[config.mk]
export PLATFORM = sky130hd
export DESIGN_NAME = mem_stage
export DESIGN_NICKNAME = d
export VERILOG_FILES = /design/src/rtl/mem_pkg.sv /design/src/rtl/mem_align.sv /design/src/rtl/mem_stage.sv
export SDC_FILE = /design/constraint.sdc
export NUM_CORES = 1
export LEC_CHECK = 0
export ABC_AREA = 1
export CAP_MARGIN = 20
export CORE_ASPECT_RATIO = 1.75
export CORE_MARGIN = 5
export CORE_UTILIZATION = 40
export DETAILED_ROUTE_END_ITERATION = 8
export GPL_ROUTABILITY_DRIVEN = 0
export GPL_TIMING_DRIVEN = 0
export PLACE_DENSITY = 0.85
export SYNTH_ARGS = -nofsm -noshare
export SYNTH_HDL_FRONTEND = slang
export SYNTH_HIERARCHICAL = 1
export SYNTH_SLANG_ARGS = --single-unit
[constraint.sdc]
create_clock -name clk -period 1.6 [get_ports clk]
set_input_delay 0.16 -clock clk [delete_from_list [all_inputs] [get_ports clk]]
set_output_delay 0.16 -clock clk [all_outputs]
set_load 0.01 [all_outputs]
[src/rtl/mem_pkg.sv]
// Shared types and constants for the MIPS memory stage.
package mem_pkg;

    typedef enum logic [1:0] {
        ST_IDLE = 2'd0,
        ST_REQ  = 2'd1,
        ST_DONE = 2'd2
    } mem_state_e;

    localparam logic MEM_WORD = 1'b0;
    localparam logic MEM_BYTE = 1'b1;

    localparam logic [3:0] BE_NONE  = 4'h0;
    localparam logic [3:0] BE_WORD  = 4'hF;
    localparam logic [3:0] BE_LANE0 = 4'h1;

endpackage

[src/rtl/mem_align.sv]
// Store lane replication, byte enables, and load lane select with sign extension.
module mem_align
    import mem_pkg::*;
(
    input  logic        mem_type,
    input  logic [1:0]  addr_lo,
    input  logic [31:0] data_t,
    input  logic [31:0] rdata,
    output logic [31:0] wdata,
    output logic [3:0]  be,
    output logic [31:0] load_data
);

    logic [7:0] lane;

    always_comb begin
        wdata     = data_t;
        be        = BE_WORD;
        load_data = rdata;
        lane      = 8'h00;
        if (mem_type == MEM_BYTE) begin
            wdata = {4{data_t[7:0]}};
            be    = BE_LANE0 << addr_lo;
            case (addr_lo)
                2'd0:    lane = rdata[7:0];
                2'd1:    lane = rdata[15:8];
                2'd2:    lane = rdata[23:16];
                default: lane = rdata[31:24];
            endcase
            load_data = {{24{lane[7]}}, lane};
        end
    end

endmodule

[src/rtl/mem_stage.sv]
// MIPS memory stage: data-bus access FSM with timeout, redirect, forwarding probe
// and the MEM/WB pipeline register.
module mem_stage
    import mem_pkg::*;
#(
    parameter int BUS_TIMEOUT = 64
) (
    input  logic        clk,
    input  logic        reset,
    input  logic        we,
    input  logic        is_branch,
    input  logic        alu_zero,
    input  logic        is_jump,
    input  logic [31:0] pc_branch,
    input  logic [31:0] pc_jump,
    input  logic        mem_read,
    input  logic        mem_write,
    input  logic        mem_type,
    input  logic        mem_to_reg,
    input  logic        reg_write,
    input  logic [31:0] alu_out,
    input  logic [31:0] data_t,
    input  logic [4:0]  reg_addr,
    output logic        pc_src,
    output logic [31:0] pc_target,
    output logic        mem_busy,
    output logic        dmem_req,
    output logic        dmem_wr,
    output logic [31:0] dmem_addr,
    output logic [31:0] dmem_wdata,
    output logic [3:0]  dmem_be,
    input  logic        dmem_ack,
    input  logic [31:0] dmem_rdata,
    output logic [4:0]  reg_probe,
    output logic [31:0] data_probe,
    output logic        write_probe,
    output logic [31:0] wb_data,
    output logic [4:0]  wb_reg,
    output logic        wb_write,
    output logic        mem_error
);

    localparam int CW = (BUS_TIMEOUT > 2) ? $clog2(BUS_TIMEOUT) : 1;
    localparam logic [CW-1:0] TO_LAST = CW'(BUS_TIMEOUT - 1);

    mem_state_e  state_q, state_d;
    logic [CW-1:0] cnt_q, cnt_d;
    logic        err_q, err_d;
    logic [31:0] rdata_q, rdata_d;
    logic        req_q, req_d;
    logic        wr_q, wr_d;
    logic [31:0] addr_q, addr_d;
    logic [31:0] wdata_q, wdata_d;
    logic [3:0]  be_q, be_d;
    logic [31:0] wb_data_q, wb_data_d;
    logic [4:0]  wb_reg_q, wb_reg_d;
    logic        wb_write_q, wb_write_d;

    logic        memop, misaligned;
    logic [31:0] st_wdata, load_data, result;
    logic [3:0]  st_be;

    mem_align u_align (
        .mem_type  (mem_type),
        .addr_lo   (alu_out[1:0]),
        .data_t    (data_t),
        .rdata     (rdata_q),
        .wdata     (st_wdata),
        .be        (st_be),
        .load_data (load_data)
    );

    assign memop      = mem_read | mem_write;
    assign misaligned = (mem_type == MEM_WORD) && (alu_out[1:0] != 2'b00);
    assign mem_busy   = ((state_q == ST_IDLE) && memop) || (state_q == ST_REQ);
    assign result     = mem_to_reg ? load_data : alu_out;

    assign pc_src    = is_jump | (is_branch & alu_zero);
    assign pc_target = is_jump ? pc_jump : pc_branch;

    // Load results only become forwardable once the bus data is captured.
    assign reg_probe   = reg_addr;
    assign data_probe  = result;
    assign write_probe = reg_write & (~mem_to_reg | (state_q == ST_DONE));

    always_comb begin
        state_d    = state_q;
        cnt_d      = '0;
        err_d      = err_q;
        rdata_d    = rdata_q;
        req_d      = req_q;
        wr_d       = wr_q;
        addr_d     = addr_q;
        wdata_d    = wdata_q;
        be_d       = be_q;
        wb_data_d  = wb_data_q;
        wb_reg_d   = wb_reg_q;
        wb_write_d = wb_write_q;

        case (state_q)
            ST_IDLE: begin
                if (memop) begin
                    if (misaligned) begin
                        state_d = ST_DONE;
                        err_d   = 1'b1;
                        rdata_d = '0;
                    end else begin
                        state_d = ST_REQ;
                        req_d   = 1'b1;
                        wr_d    = mem_write;
                        addr_d  = {alu_out[31:2], 2'b00};
                        wdata_d = st_wdata;
                        be_d    = st_be;
                    end
                end
            end
            ST_REQ: begin
                if (dmem_ack) begin
                    state_d = ST_DONE;
                    req_d   = 1'b0;
                    rdata_d = dmem_rdata;
                end else if (cnt_q == TO_LAST) begin
                    state_d = ST_DONE;
                    req_d   = 1'b0;
                    err_d   = 1'b1;
                    rdata_d = '0;
                end else begin
                    cnt_d = cnt_q + 1'b1;
                end
            end
            ST_DONE: begin
                if (we) state_d = ST_IDLE;
            end
            default: state_d = ST_IDLE;
        endcase

        if (we && !mem_busy) begin
            wb_data_d  = result;
            wb_reg_d   = reg_addr;
            wb_write_d = reg_write;
        end
    end

    always_ff @(posedge clk or negedge reset) begin
        if (!reset) begin
            state_q    <= ST_IDLE;
            cnt_q      <= '0;
            err_q      <= 1'b0;
            rdata_q    <= '0;
            req_q      <= 1'b0;
            wr_q       <= 1'b0;
            addr_q     <= '0;
            wdata_q    <= '0;
            be_q       <= BE_NONE;
            wb_data_q  <= '0;
            wb_reg_q   <= '0;
            wb_write_q <= 1'b0;
        end else begin
            state_q    <= state_d;
            cnt_q      <= cnt_d;
            err_q      <= err_d;
            rdata_q    <= rdata_d;
            req_q      <= req_d;
            wr_q       <= wr_d;
            addr_q     <= addr_d;
            wdata_q    <= wdata_d;
            be_q       <= be_d;
            wb_data_q  <= wb_data_d;
            wb_reg_q   <= wb_reg_d;
            wb_write_q <= wb_write_d;
        end
    end

    assign dmem_req   = req_q;
    assign dmem_wr    = wr_q;
    assign dmem_addr  = addr_q;
    assign dmem_wdata = wdata_q;
    assign dmem_be    = be_q;
    assign wb_data    = wb_data_q;
    assign wb_reg     = wb_reg_q;
    assign wb_write   = wb_write_q;
    assign mem_error  = err_q;

endmodule

* After elaboration in Yosys (flattened, before gate mapping)
Cells that the tools add are included.
** Word-level totals
- Output and inout bits :: 181
- Word-level logic and storage cells :: 78
- Bits in latches :: 0
- Memories :: 0
- Bits in writable memories :: 0
- Input port bits :: 177
- Flip-flop bits (word level) :: 147
- Memory bits (read-only) :: 0
** Cells by class
- Bitwise gates (word level) :: 8
- Order comparisons :: 0
- Multipliers :: 0
- Mux-type cells :: 30
- $add $sub $neg :: 1
- Div/mod/pow operators :: 0
- Equal/unequal tests :: 12
- Reduce and logical (&&, ||, !) cells :: 14
- Shift operators :: 1
** Operator list (number)
- 2-to-1 mux 32 bit :: 8
- case mux 32 bit (2 select lines) :: 1
- case mux 8 bit (3 select lines) :: 1
- 2-to-1 mux 6 bit :: 3
- 2-to-1 mux 2 bit :: 5
- inequality test 2 bit, second input constant :: 5
- 2-to-1 mux 1 bit :: 8
- AND reduction 4 bit :: 2
- adder 6 x 1 -> 6 bit, second input constant :: 1
- == test 6 bit, second input constant :: 1
- case mux 2 bit (3 select lines) :: 1
- AND reduction 3 bit :: 2
- AND reduction 5 bit :: 1
- == test 2 x 1 -> 1 bit, second input constant :: 2
- == test 2 bit, second input constant :: 2
- logical NOT 2 bit :: 2
- 2-to-1 mux 4 bit :: 1
- case mux 1 bit (2 select lines) :: 2
- nonzero test 2 bit :: 2
- << shifter 1 x 2 -> 4 bit, first input constant :: 1
- logical AND 1 bit :: 3
- inequality test 3 x 2 -> 1 bit, second input constant :: 1
- inverter 1 bit :: 3
- OR 1 bit :: 3
- 4 further kinds :: 5

* Depth between registers and ports, before layout
Gate-level depths: netlist of the first run.
- Depth in word-level cells :: 5
- Depth in mapped cells :: 11
- Mapped depth without buffers :: 9

* Modules after synthesis
Netlist of the first run, hierarchy kept.
** Modules (own cells, without submodules)
- mem_stage :: area each 6673.9 sq um, seq. area each 3678.5 sq um, times used 1, cells an instance 841
- mem_align :: area each 912.1 sq um, seq. area each 0.0 sq um, times used 1, cells an instance 205

* Worst setup path before layout of the first run
OpenSTA, ideal clock, no wires.
- Path type :: register to register
- From :: register rdata_q[15]
- To :: register wb_data_q[14], in the netlist wb_data[14]
- Path buffers :: 1
- Path slack :: 0.189 ns
- Arrival time :: 1.294 ns
- Required time :: 1.483 ns
- Cell stages (with the launch flop) :: 10
- Period minus slack after synthesis :: 1.411 ns
- Setup time :: 0.117 ns
- Cell sequence :: dfrtp_1 -> o21ai_0 -> nand3_2 -> nand2_4 -> buf_8 -> nand2_2 -> nand2_1 -> o21ai_0 -> nand2_1 -> nand2_1
** On the way
- Word-level cells in the longest chain between the ends :: 3
** Ends and longest elaborated chain
- from (decl) :: RTL line mem_stage.sv:49 : logic [31:0] rdata_q, rdata_d;
- from (signal assigned) :: RTL line mem_stage.sv:162 : rdata_q <= rdata_d;
- case mux 8 bit (3 select lines) :: RTL line mem_align.sv:24 : case (addr_lo)
- 2-to-1 mux 32 bit :: RTL line mem_align.sv:21 : if (mem_type == MEM_BYTE) begin
- net load_data[14] :: RTL line mem_stage.sv:60 : logic [31:0] st_wdata, load_data, result;
- 2-to-1 mux 32 bit :: RTL line mem_stage.sv:76 : assign result = mem_to_reg ? load_data : alu_out;
- net data_probe[14] :: RTL line mem_stage.sv:35 : output logic [31:0] data_probe,
- to (signal assigned) :: RTL line mem_stage.sv:168 : wb_data_q <= wb_data_d;
- to (decl) :: RTL line mem_stage.sv:55 : logic [31:0] wb_data_q, wb_data_d;
The timed path passes the listed nets, and every way through them passes these cells.
A chain may end at the register's enable or synchronous reset.

* Final worst setup path of the first run
- From :: register rdata_q[7]
- To :: output port data_probe[13]
** On the way
- Word-level cells in the longest chain between the ends :: 3
** Ends and longest elaborated chain (RTL line)
- case mux 8 bit (3 select lines) :: mem_align.sv:24
- 2-to-1 mux 32 bit :: mem_align.sv:21
- net load_data[13] :: mem_stage.sv:60
- 2-to-1 mux 32 bit :: mem_stage.sv:76
- to (decl) :: mem_stage.sv:35
The timed path passes the listed nets, and every way through them passes these cells.

==> results.md, run 1 <==
* Antenna violations before repair at 3
* Final core utilization at 67.2%
* First-pass iteration count of the detailed router at 7
* Layout Nets at 1642
* Dominant synthesized flop cell: dfrtp_1
* Die Height at 192 um
* Total power at 20.1 mW
* Seq pwr share at 32.6%
* Peak VDD IR at 0.000973 V
* GR Util met2 at 55.4%
* Yosys warning count at 6
* Cell Pwr Density at 1610 nW/um^2
* Iteration-0 DRC Markers at 646
* Largest net degree at the start of global routing at 99
* Vias in the first global route at 8982
* Slew HR at 51.7%
* Final global-route overflow total at 0
* Core region area at 18700 sq um
* Post-synth EDFFs at 0
* P&R area growth vs syn at 65.4%
* Max stage delay on crit path at 0.45 ns
* Max Clock Skew at 0.0129 ns
* Reg2Reg Launch Point: rdata_q[7]$_DFFE_PN0P_
* Seq/Total Area, Yosys at 48.5%
* Root Buffer: clkbuf_16
* Via Count at 8862
* CP Max Fanout at 5
* Wirelength per Cell at 19.2 um
* Crit. Startpoint: rdata_q[7]$_DFFE_PN0P_
* Number of port buffers at 352
* Sw Share at 37.6%
* Final worst setup slack at -0.372 ns
* Clk pwr share at 20.6%
* Worst Path Required at 1.44 ns
* Clock period minus worst slack at 1.97 ns
* Buffers and inverters on the worst path at 3
* Net Sw Power at 7.57 mW
* Initial core utilization at 40.6%
* Die X at 114 um
* Comb power frac at 46.8%
* CP most frequent cell: nand2_2
* Startpoint type of the worst setup path: flop
* Max cap viols at 0
* Die ar. at 21900 sq um
* Crit path DAT at 1.81 ns
* FP Rows at 66
* Cell Chain, Critical Path: nand2_1 -> nand3_2 -> nand2_4 -> buf_12 -> buf_8 -> nand2_2 -> nand2_2 -> o21ai_2 -> buf_2
* Final period util at 123%
* Area share of the largest cell type after synthesis at 48.5%
* Met1 usage at 27.1%
* Async SR Flop Fraction at 100%
* CP max stage cell: dfrtp_1
* Total global-route track usage at 29.0%
* Setup repair after global routing missed its margin: yes
* Synth unique cells at 28
* Failing checks: setup timing
* ANT nets after route at 0
* Clk sink count at 147
* Leak Pwr at 6.47 nW
* Vias per cell at 5.16
* Cts bufs inserted at 17
* Final setup vio count at 36
* Clk pin slew, worst setup/hold paths at 0.06 ns
* TritonCTS clock tree: built
* GR peak layer: met2
* Worst hold path class: input pin to flop
* Drt drc at 0
* WL final at 33000 um
* IO Pins at 358
* Max Clock Freq at 0.507 GHz
* FF+latch count, synth at 147
* Hold Path Origin: dmem_ack
* Area leader, netlist: dfrtp_1
* Synth top area cells: dfrtp_1 48%, nand2_1 27%, nand3_1 5.6%, o21ai_0 5.0%, inv_1 2.2%
* Detailed Place HPWL at 24800 um
* Mean Syn Cell Area at 7.25 sq um
* CTS Buffer Depth at 2
* Met3 usage at 6.94%
* Slew @ Worst Pin at 0.724 ns
* Layout cell share with drive strength beyond 1 at 18.3%
* Slew Limit Fails at 0
* Critical Path Sink Type: output pin
* Mapped Cells at 1046
* Worst-Skew Late Latency at 0.43 ns
* Final Hold Vio Count at 0
* Critical path class: flop to output pin
* H-tree levels at 4
* Mapped cell area at 7590 sq um
* Global-route wire length before repair at 48100 um
* Internal power at 12.6 mW
* Outcome: finished with violations
* Crit-path leading delay family: simple AND/OR/NAND/NOR gates
-- path summary, 6_finish.rpt --
| kind | end | slack (ns) | cells past startpoint |
|---|---|---|---|
| worst max-delay path | data_probe[13] | -0.37 | 9 |
| worst min-delay path | rdata_q[18]$_DFFE_PN0P_ | 0.16 | 3 |
| worst max register to register | wb_data[20]$_DFFE_PN0P_ | -0.27 | 14 |
| worst min register to register | dmem_wdata[28]$_DFFE_PN0P_ | 0.47 | 2 |
| max in group asynchronous | state_q[1]$_DFFE_PN0P_ | 0.44 | 3 |
| min in group asynchronous | dmem_addr[5]$_DFFE_PN0P_ | 0.26 | 2 |
-- worst register-to-register path: stages (launching register included) --
cell,delay (ns)
dfrtp_1,0.45
nand2_1,0.11
nand3_2,0.09
nand2_4,0.13
buf_12,0.12
buf_8,0.11
nand2_2,0.06
nand2_2,0.07
o21ai_2,0.06
buf_4,0.16
buf_6,0.11
buf_6,0.10
buf_6,0.10
nand2_2,0.05
nand2_1,0.05
-- through the flow --
stage | area, sq um | hold WS (ns) | instances | worst slack [ns] | setup TNS [ns]
after floorplan | 7590 | -0.136 | 1047 | 0.189 | 0
after global placement | 11400 | 0.448 | 1637 | -5.56 | -905.46
after detailed placement | 11400 | 0.145 | 1638 | -1.21 | -96.66
after CTS | 12500 | 0.141 | 1711 | -0.345 | -8.33
after global routing | 12500 | 0.193 | 1718 | -0.431 | -12.14
final | 12500 | 0.155 | 1718 | -0.372 | -8.95
-- cells by family after synthesis --
| kind of cell | share of synthesized area, % |
|---|---|
| compound gates | 5.36 |
| xor+xnor | 0.115 |
| fa+ha+maj | 0.165 |
| buf+inv | 8.81 |
| flops | 48.5 |
| other cells | 0.0494 |
| simple gates | 37.0 |
-- power groups by stage --
stage	clock network (mW)	registers [mW]	logic (mW)
global route	4.32	6.77	10.2
finish	4.14	6.57	9.44
detailed placement	0	6.55	8.78
global placement	0	6.50	8.58
floorplan	0	6.98	3.33
CTS	4.14	6.50	9.31
-- Yosys cell counts, types with 2 or more instances --
library cell / number
nor2_2: 4
nand3_2: 2
dfrtp_1: 147
nand4_1: 2
nand2_2: 11
inv_2: 6
inv_1: 45
o21ai_0: 76
buf_6: 10
clkbuf_2: 3
clkbuf_1: 21
nand2_1: 554
buf_1: 5
buf_4: 21
nor2_1: 23
nand3_1: 85
a21oi_1: 2
nand2_4: 4
buf_2: 15
nor2_4: 2
-- cell type report --
class	instances	area (sq um)
Fill cell	1489	6120
Timing Repair Buffer	398	3780
Sequential cell	147	3680
Multi-Input combinational cell	772	3470
Buffer	76	510
Clock buffer	21	450
Tap cell	238	298
Inverter	52	195
Clock inverter	11	154
Antenna cell	3	7.51
-- placed cells by master (no fill, tap or decap), types with 11 or more instances in the layout --
master	count
nand2_1	525
clkdlybuf4s50_1	306
dfrtp_1	146
nand3_1	85
buf_4	61
buf_2	46
inv_1	44
nand2_2	36
o21ai_0	36
o21ai_2	33
nor2_1	22
buf_6	17
clkbuf_16	17
clkbuf_1	11
clkbuf_2	11
-- per-layer routing --
metal | wire, um | vias up | part of all wire, %
met1 | 10200 | 4103 | 31
met3 | 2810 | 137 | 8.5
li1 | - | 4072 | -
met5 | 0 | - | 0
met2 | 17900 | 550 | 54
met4 | 2200 | 0 | 6.7
-- what timing repair did --
| action | CTS | global route |
|---|---|---|
| hold buffers | 1 | 0 |
| pin swaps | 13 | 17 |
| endpoints found under the setup margin | 124 | 91 |
| cloned | 1 | 0 |
| gates resized for setup | 286 | 32 |
| endpoints found under the hold margin | 49 | 0 |
| buffers inserted | 39 | 11 |
Note: power is estimated with default switching activity, not from simulation.
==> run 2: changes to the inputs <==
Settings changed: CORE_MARGIN 5 to 2.
==> run 2 against run 1 <==
Effect of this change: the run still ends with setup timing left; critical path depth decreased by 1; non-clock buffer count up 4; clock-buffer cell count is 1 higher; hold slack got worse by 0.018 ns; die area decreased by 8.2%; sequential power is essentially flat; via count fell by 1.8%; maximum frequency is 1.1% higher; clock power grew 4%; critical path type unchanged; critical endpoint is now data_probe[16].
==> results.md, run 2 (same netlist as run 1, synthesis figures left out) <==
* Outcome: finished with violations (unchanged)
* Failing checks: setup timing (unchanged)
* Cts bufs inserted at 17 (unchanged)
* Clk pin slew, worst setup/hold paths at 0.06 ns (about the same)
* Clk sink count at 147 (unchanged)
* Worst hold path class: input pin to flop (unchanged)
* Total power at 20.5 mW (was 20.1 mW)
* DP Area at 11400 sq um (unchanged)
* Number of port buffers at 352 (unchanged)
* Max Clock Freq at 0.513 GHz (was 0.507 GHz)
* Die Height at 186 um (was 192 um)
* Final global-route overflow total at 0 (unchanged)
* Final setup vio count at 33 (was 36)
* Setup repair after global routing missed its margin: yes (unchanged)
* Via Count at 8705 (was 8862)
* Drt drc at 0 (unchanged)
* Layout cell share with drive strength beyond 1 at 18.6% (was 18.3%)
* Internal power at 13.0 mW (was 12.6 mW)
* Detailed Place HPWL at 23200 um (was 24800 um)
* Peak VDD IR at 0.000970 V (was 0.000973 V)
* Initial core utilization at 40.8% (was 40.6%)
* FP Rows at 66 (unchanged)
* Critical Path Sink Type: output pin (unchanged)
* Global-route wire length before repair at 44600 um (was 48100 um)
* Cell Pwr Density at 1620 nW/um^2 (was 1610 nW/um^2)
* Crit-path leading delay family: flip-flops (was simple AND/OR/NAND/NOR gates)
* P&R area growth vs syn at 66.7% (was 65.4%)
* Critical path class: flop to output pin (unchanged)
* IO Pins at 358 (unchanged)
* Total global-route track usage at 29.6% (was 29.0%)
* Non-Filler Instances at 1720 (was 1718)
* Max stage delay on crit path at 0.40 ns (was 0.45 ns)
* Vias per cell at 5.06 (was 5.16)
* Final Hold Vio Count at 0 (unchanged)
* Comb power frac at 47.0% (was 46.8%)
* Cell Chain, Critical Path: o21ai_2 -> nand3_2 -> nand2_4 -> buf_12 -> nand2_4 -> nand2_4 -> o21ai_2 -> buf_2 (was nand2_1 -> nand3_2 -> nand2_4 -> buf_12 -> buf_8 -> nand2_2 -> nand2_2 -> o21ai_2 -> buf_2)
* Slew HR at 50.8% (was 51.7%)
* CP most frequent cell: nand2_4 (was nand2_2)
* Clk pwr share at 21.1% (was 20.6%)
* Final core utilization at 68.1% (was 67.2%)
* Sw Share at 36.5% (was 37.6%)
* Max cap viols at 0 (unchanged)
* Iteration-0 DRC Markers at 579 (was 646)
* Largest net degree at the start of global routing at 76 (was 99)
* Commonest cells after routing, fill and taps aside: 523 x nand2_1, 303 x clkdlybuf4s50_1, 146 x dfrtp_1 (was 525 x nand2_1, 306 x clkdlybuf4s50_1, 146 x dfrtp_1)
* Clock period minus worst slack at 1.95 ns (was 1.97 ns)
* Final worst setup slack at -0.351 ns (was -0.372 ns)
* WL final at 30800 um (was 33000 um)
* Slew Limit Fails at 0 (unchanged)
* Worst Path Required at 1.44 ns (about the same)
* First-pass iteration count of the detailed router at 5 (was 7)
* Design area at 12600 sq um (was 12500 sq um)
* Number of instances in the placed design at 1638 (unchanged)
* Startpoint type of the worst setup path: flop (unchanged)
* H-tree levels at 4 (unchanged)
* Slew @ Worst Pin at 0.738 ns (was 0.724 ns)
* Vias in the first global route at 8597 (was 8982)
* Net Sw Power at 7.47 mW (was 7.57 mW)
* Crit path DAT at 1.79 ns (was 1.81 ns)
* Die X at 108 um (was 114 um)
* Final period util at 122% (was 123%)
* TritonCTS clock tree: built (unchanged)
* Commonest non-fill, non-tap cell in the layout: nand2_1 (unchanged)
* Die ar. at 20100 sq um (was 21900 sq um)
* Worst slack, placed at -1.04 ns (was -1.21 ns)
* CP Max Fanout at 7 (was 5)
* CTS Buffer Depth at 2 (unchanged)
* Worst-Skew Late Latency at 0.43 ns (about the same)
* Buffers and inverters on the worst path at 2 (was 3)
* ANT nets after route at 0 (unchanged)
* Root Buffer: clkbuf_16 (unchanged)
* Core region area at 18600 sq um (was 18700 sq um)
* Leak Pwr at 6.54 nW (was 6.47 nW)
* CP max stage cell: dfrtp_1 (unchanged)
* Max Clock Skew at 0.00717 ns (was 0.0129 ns)
* Seq pwr share at 32.0% (was 32.6%)
* Antenna violations before repair at 2 (was 3)
* Layout Nets at 1647 (was 1642)
* Wirelength per Cell at 17.9 um (was 19.2 um)
==> run 2: worst reg2reg max path, stage by stage (launching register included) <==
cell	delay, ns
dfrtp_1	0.40
o21ai_2	0.17
nand3_2	0.11
nand2_4	0.16
buf_6	0.15
nand2_2	0.05
nand2_2	0.07
o21ai_2	0.07
buf_4	0.17
buf_6	0.10
nand2_2	0.04
nand2_1	0.04
==> run 2: through the flow <==
stage	TNS [ns]	hold WS (ns)
6_report	-9.02	0.137
5_1_grt	-11.49	0.140
4_1_cts	-8.50	0.115
3_5_place_dp	-88.75	0.213
3_3_place_gp	-882.14	0.450
2_1_floorplan	0	-0.136
==> run 2: area by class of cell <==
class | count | area [sq um]
diodes | 2 | 5.00
plain buffers | 76 | 512
clock buffers | 22 | 484
clock inverters | 8 | 149
fillers | 1471 | 5930
inverters | 52 | 195
multi-input cells | 773 | 3510
flip-flops and latches | 147 | 3680
well taps | 238 | 298
repair buffers | 402 | 3820
==> run 2: path summary, 6_finish.rpt <==
path,startpoint,cells after the start,slack (ns),to
setup reg to reg,rdata_q[15]$_DFFE_PN0P_,11,-0.04,wb_data[22]$_DFFE_PN0P_
setup / recovery,rdata_q[15]$_DFFE_PN0P_,8,-0.35,data_probe[16]
max in group asynchronous,reset,3,0.50,state_q[1]$_DFFE_PN0P_
hold reg to reg,dmem_wdata[26]$_DFFE_PN0P_,2,0.47,dmem_wdata[26]$_DFFE_PN0P_
hold / removal,dmem_ack,3,0.14,rdata_q[22]$_DFFE_PN0P_
min in group asynchronous,reset,2,0.30,wb_data[22]$_DFFE_PN0P_
==> run 2: power groups by stage <==
stage	sequential (mW)	combinational [mW]	clock [mW]
CTS	6.51	9.05	4.32
global route	6.72	10.4	4.50
finish	6.55	9.61	4.31
global placement	6.51	8.54	0
detailed placement	6.57	8.72	0
floorplan	6.98	3.33	0
==> run 2: routing by layer <==
metal  track usage [%]  wire [um]
met1              27.8       9920
met3              8.19       2360
met4              13.8       1590
met5                 0          0
met2              57.9      17000
==> run 2: repair_timing <==
action | CTS | global route
hold endpoints to repair | 72 | 0
cloned | 3 | 4
pin swaps | 6 | 14
buffers inserted | 23 | 20
gates resized for setup | 238 | 72
hold buffers | 1 | 0
endpoints found under the setup margin | 109 | 77
==> run 3: changes to the inputs <==
Settings changed: CTS_CLUSTER_DIAMETER from default to 50, SETUP_SLACK_MARGIN from default to 0.1.
==> run 3 against run 2 <==
Effect of this change: the flow still finishes with violations (setup timing); routed wire length up 4.5%; first-iteration DRC count grew 8.8%; hold slack gained 0.027 ns; largest cell class unchanged; largest power group unchanged; highest routed layer unchanged.
==> results.md, run 3 (same netlist as run 1, synthesis figures left out) <==
* Outcome: finished with violations (unchanged)
* Failing checks: setup timing (unchanged)
* Wirelength per Cell at 18.7 um (was 17.9 um)
* CP Max Fanout at 7 (unchanged)
* Peak VDD IR at 0.000946 V (was 0.000970 V)
* Global-route wire length before repair at 45300 um (was 44600 um)
* IO Pins at 358 (unchanged)
* Drt drc at 0 (unchanged)
* Setup repair after global routing missed its margin: yes (unchanged)
* Hold Slack at 0.164 ns (was 0.137 ns)
* Critical Path Sink Type: output pin (unchanged)
* Non-Filler Instances at 1725 (was 1720)
* Total power at 20.6 mW (was 20.5 mW)
* Clk sink count at 147 (unchanged)
* Layout Nets at 1650 (was 1647)
* Slew @ Worst Pin at 0.716 ns (was 0.738 ns)
* Number of instances in the placed design at 1638 (unchanged)
* Core region area at 18600 sq um (unchanged)
* H-tree levels at 4 (unchanged)
* First-pass iteration count of the detailed router at 5 (unchanged)
* Cts bufs inserted at 17 (unchanged)
* Final period util at 124% (was 122%)
* Crit path DAT at 1.83 ns (was 1.79 ns)
* Final setup vio count at 32 (was 33)
* Layout cell share with drive strength beyond 1 at 21.8% (was 18.6%)
* FP Rows at 66 (unchanged)
* Initial core utilization at 40.8% (unchanged)
* Vias per cell at 5.17 (was 5.06)
* Leak Pwr at 7.43 nW (was 6.54 nW)
* ANT nets after route at 0 (unchanged)
* Via Count at 8921 (was 8705)
* WL final at 32200 um (was 30800 um)
* Slew Limit Fails at 0 (unchanged)
* Die ar. at 20100 sq um (unchanged)
* Critical path class: flop to output pin (unchanged)
* Final Hold Vio Count at 0 (unchanged)
* Worst-Skew Late Latency at 0.43 ns (about the same)
* P&R area growth vs syn at 71.0% (was 66.7%)
* CTS Buffer Depth at 2 (unchanged)
* Worst Path Required at 1.44 ns (about the same)
* Final worst setup slack at -0.389 ns (was -0.351 ns)
* Die Height at 186 um (unchanged)
* Slew HR at 52.3% (was 50.8%)
* DP Area at 11400 sq um (unchanged)
* Die X at 108 um (unchanged)
* Startpoint type of the worst setup path: flop (unchanged)
* Detailed Place HPWL at 23200 um (unchanged)
* Max Clock Freq at 0.503 GHz (was 0.513 GHz)
* Cell Pwr Density at 1590 nW/um^2 (was 1620 nW/um^2)
* TritonCTS clock tree: built (unchanged)
* Vias in the first global route at 8728 (was 8597)
* Max cap viols at 0 (unchanged)
* Antenna violations before repair at 3 (was 2)
* Design area at 13000 sq um (was 12600 sq um)
* Clock period minus worst slack at 1.99 ns (was 1.95 ns)
* Worst hold path class: input pin to flop (unchanged)
* Clk pin slew, worst setup/hold paths at 0.06 ns (about the same)
* Commonest non-fill, non-tap cell in the layout: nand2_1 (unchanged)
* Final global-route overflow total at 0 (unchanged)
* Largest net degree at the start of global routing at 76 (unchanged)
* Total global-route track usage at 30.0% (was 29.6%)
* Filler Cell Count at 1386 (was 1471)
* Number of port buffers at 352 (unchanged)
* Iteration-0 DRC Markers at 630 (was 579)
* Max Clock Skew at 0.00770 ns (was 0.00717 ns)
* Commonest cells after routing, fill and taps aside: 482 x nand2_1, 196 x clkdlybuf4s50_1, 146 x dfrtp_1 (was 523 x nand2_1, 303 x clkdlybuf4s50_1, 146 x dfrtp_1)
* Root Buffer: clkbuf_16 (unchanged)
## run 3: layout make-up
cell class / count / area (sq um) / share of cell area, %
well taps: 238 / 298 / 2.30
diodes: 4 / 10.0 / 0.0772
repair buffers: 405 / 3940 / 30.3
plain buffers: 76 / 547 / 4.22
inverters: 52 / 200 / 1.54
clock buffers: 22 / 484 / 3.73
multi-input cells: 773 / 3670 / 28.3
clock inverters: 8 / 149 / 1.15
flip-flops and latches: 147 / 3680 / 28.4
## run 3: worst paths after layout
kind	from	to	slack [ns]	cells past startpoint
max reg2reg	cnt_q[1]$_DFF_PN0_	rdata_q[17]$_DFFE_PN0P_	0.01	9
max	rdata_q[15]$_DFFE_PN0P_	data_probe[18]	-0.39	8
max in group asynchronous	reset	state_q[1]$_DFFE_PN0P_	0.49	3
min in group asynchronous	reset	wb_data[22]$_DFFE_PN0P_	0.30	2
min	dmem_ack	rdata_q[22]$_DFFE_PN0P_	0.16	3
min reg2reg	dmem_wdata[26]$_DFFE_PN0P_	dmem_wdata[26]$_DFFE_PN0P_	0.46	2
## run 3: power breakdown
part | internal [mW] | switching, mW
Combinational | 4.54 | 5.16
Sequential | 5.42 | 1.16
Clock | 2.76 | 1.56
## run 3: stage by stage
stage	util, %	setup slack (ns)	setup TNS (ns)
floorplan	-	0.189	0
global placement	61.4	-5.43	-882.14
detailed placement	61.6	-1.04	-88.75
CTS	66.3	-0.384	-8.50
global route	69.8	-0.413	-11.14
finish	69.8	-0.389	-9.24
## run 3: critical path: stages (launching register included)
cell and delay (ns):
dfrtp_1 0.40, o21ai_2 0.18, nand3_2 0.11, nand2_4 0.16
buf_12 0.15, nand2_2 0.04, nand2_1 0.10, o21ai_2 0.08
buf_2 0.17
## run 3: what timing repair did
item / 4_1_cts / 5_1_grt
setup buffers: 30 / 16
gates resized for setup: 309 / 183
pin swaps: 10 / 27
endpoints found under the hold margin: 72 / 0
cloned: 4 / 4
hold buffers: 1 / 0
endpoints found under the setup margin: 248 / 195
## run 3: per-layer routing
metal  global-route usage, %  share of wire [%]  wire length (um)  up-vias
met1                    27.9                 31             10100     4133
met3                    8.19                8.7              2810      141
met2                    58.4                 54             17400      569
met5                       0                  0                 0        -
met4                    15.3                5.8              1880        0
li1                        -                  -                 -     4078
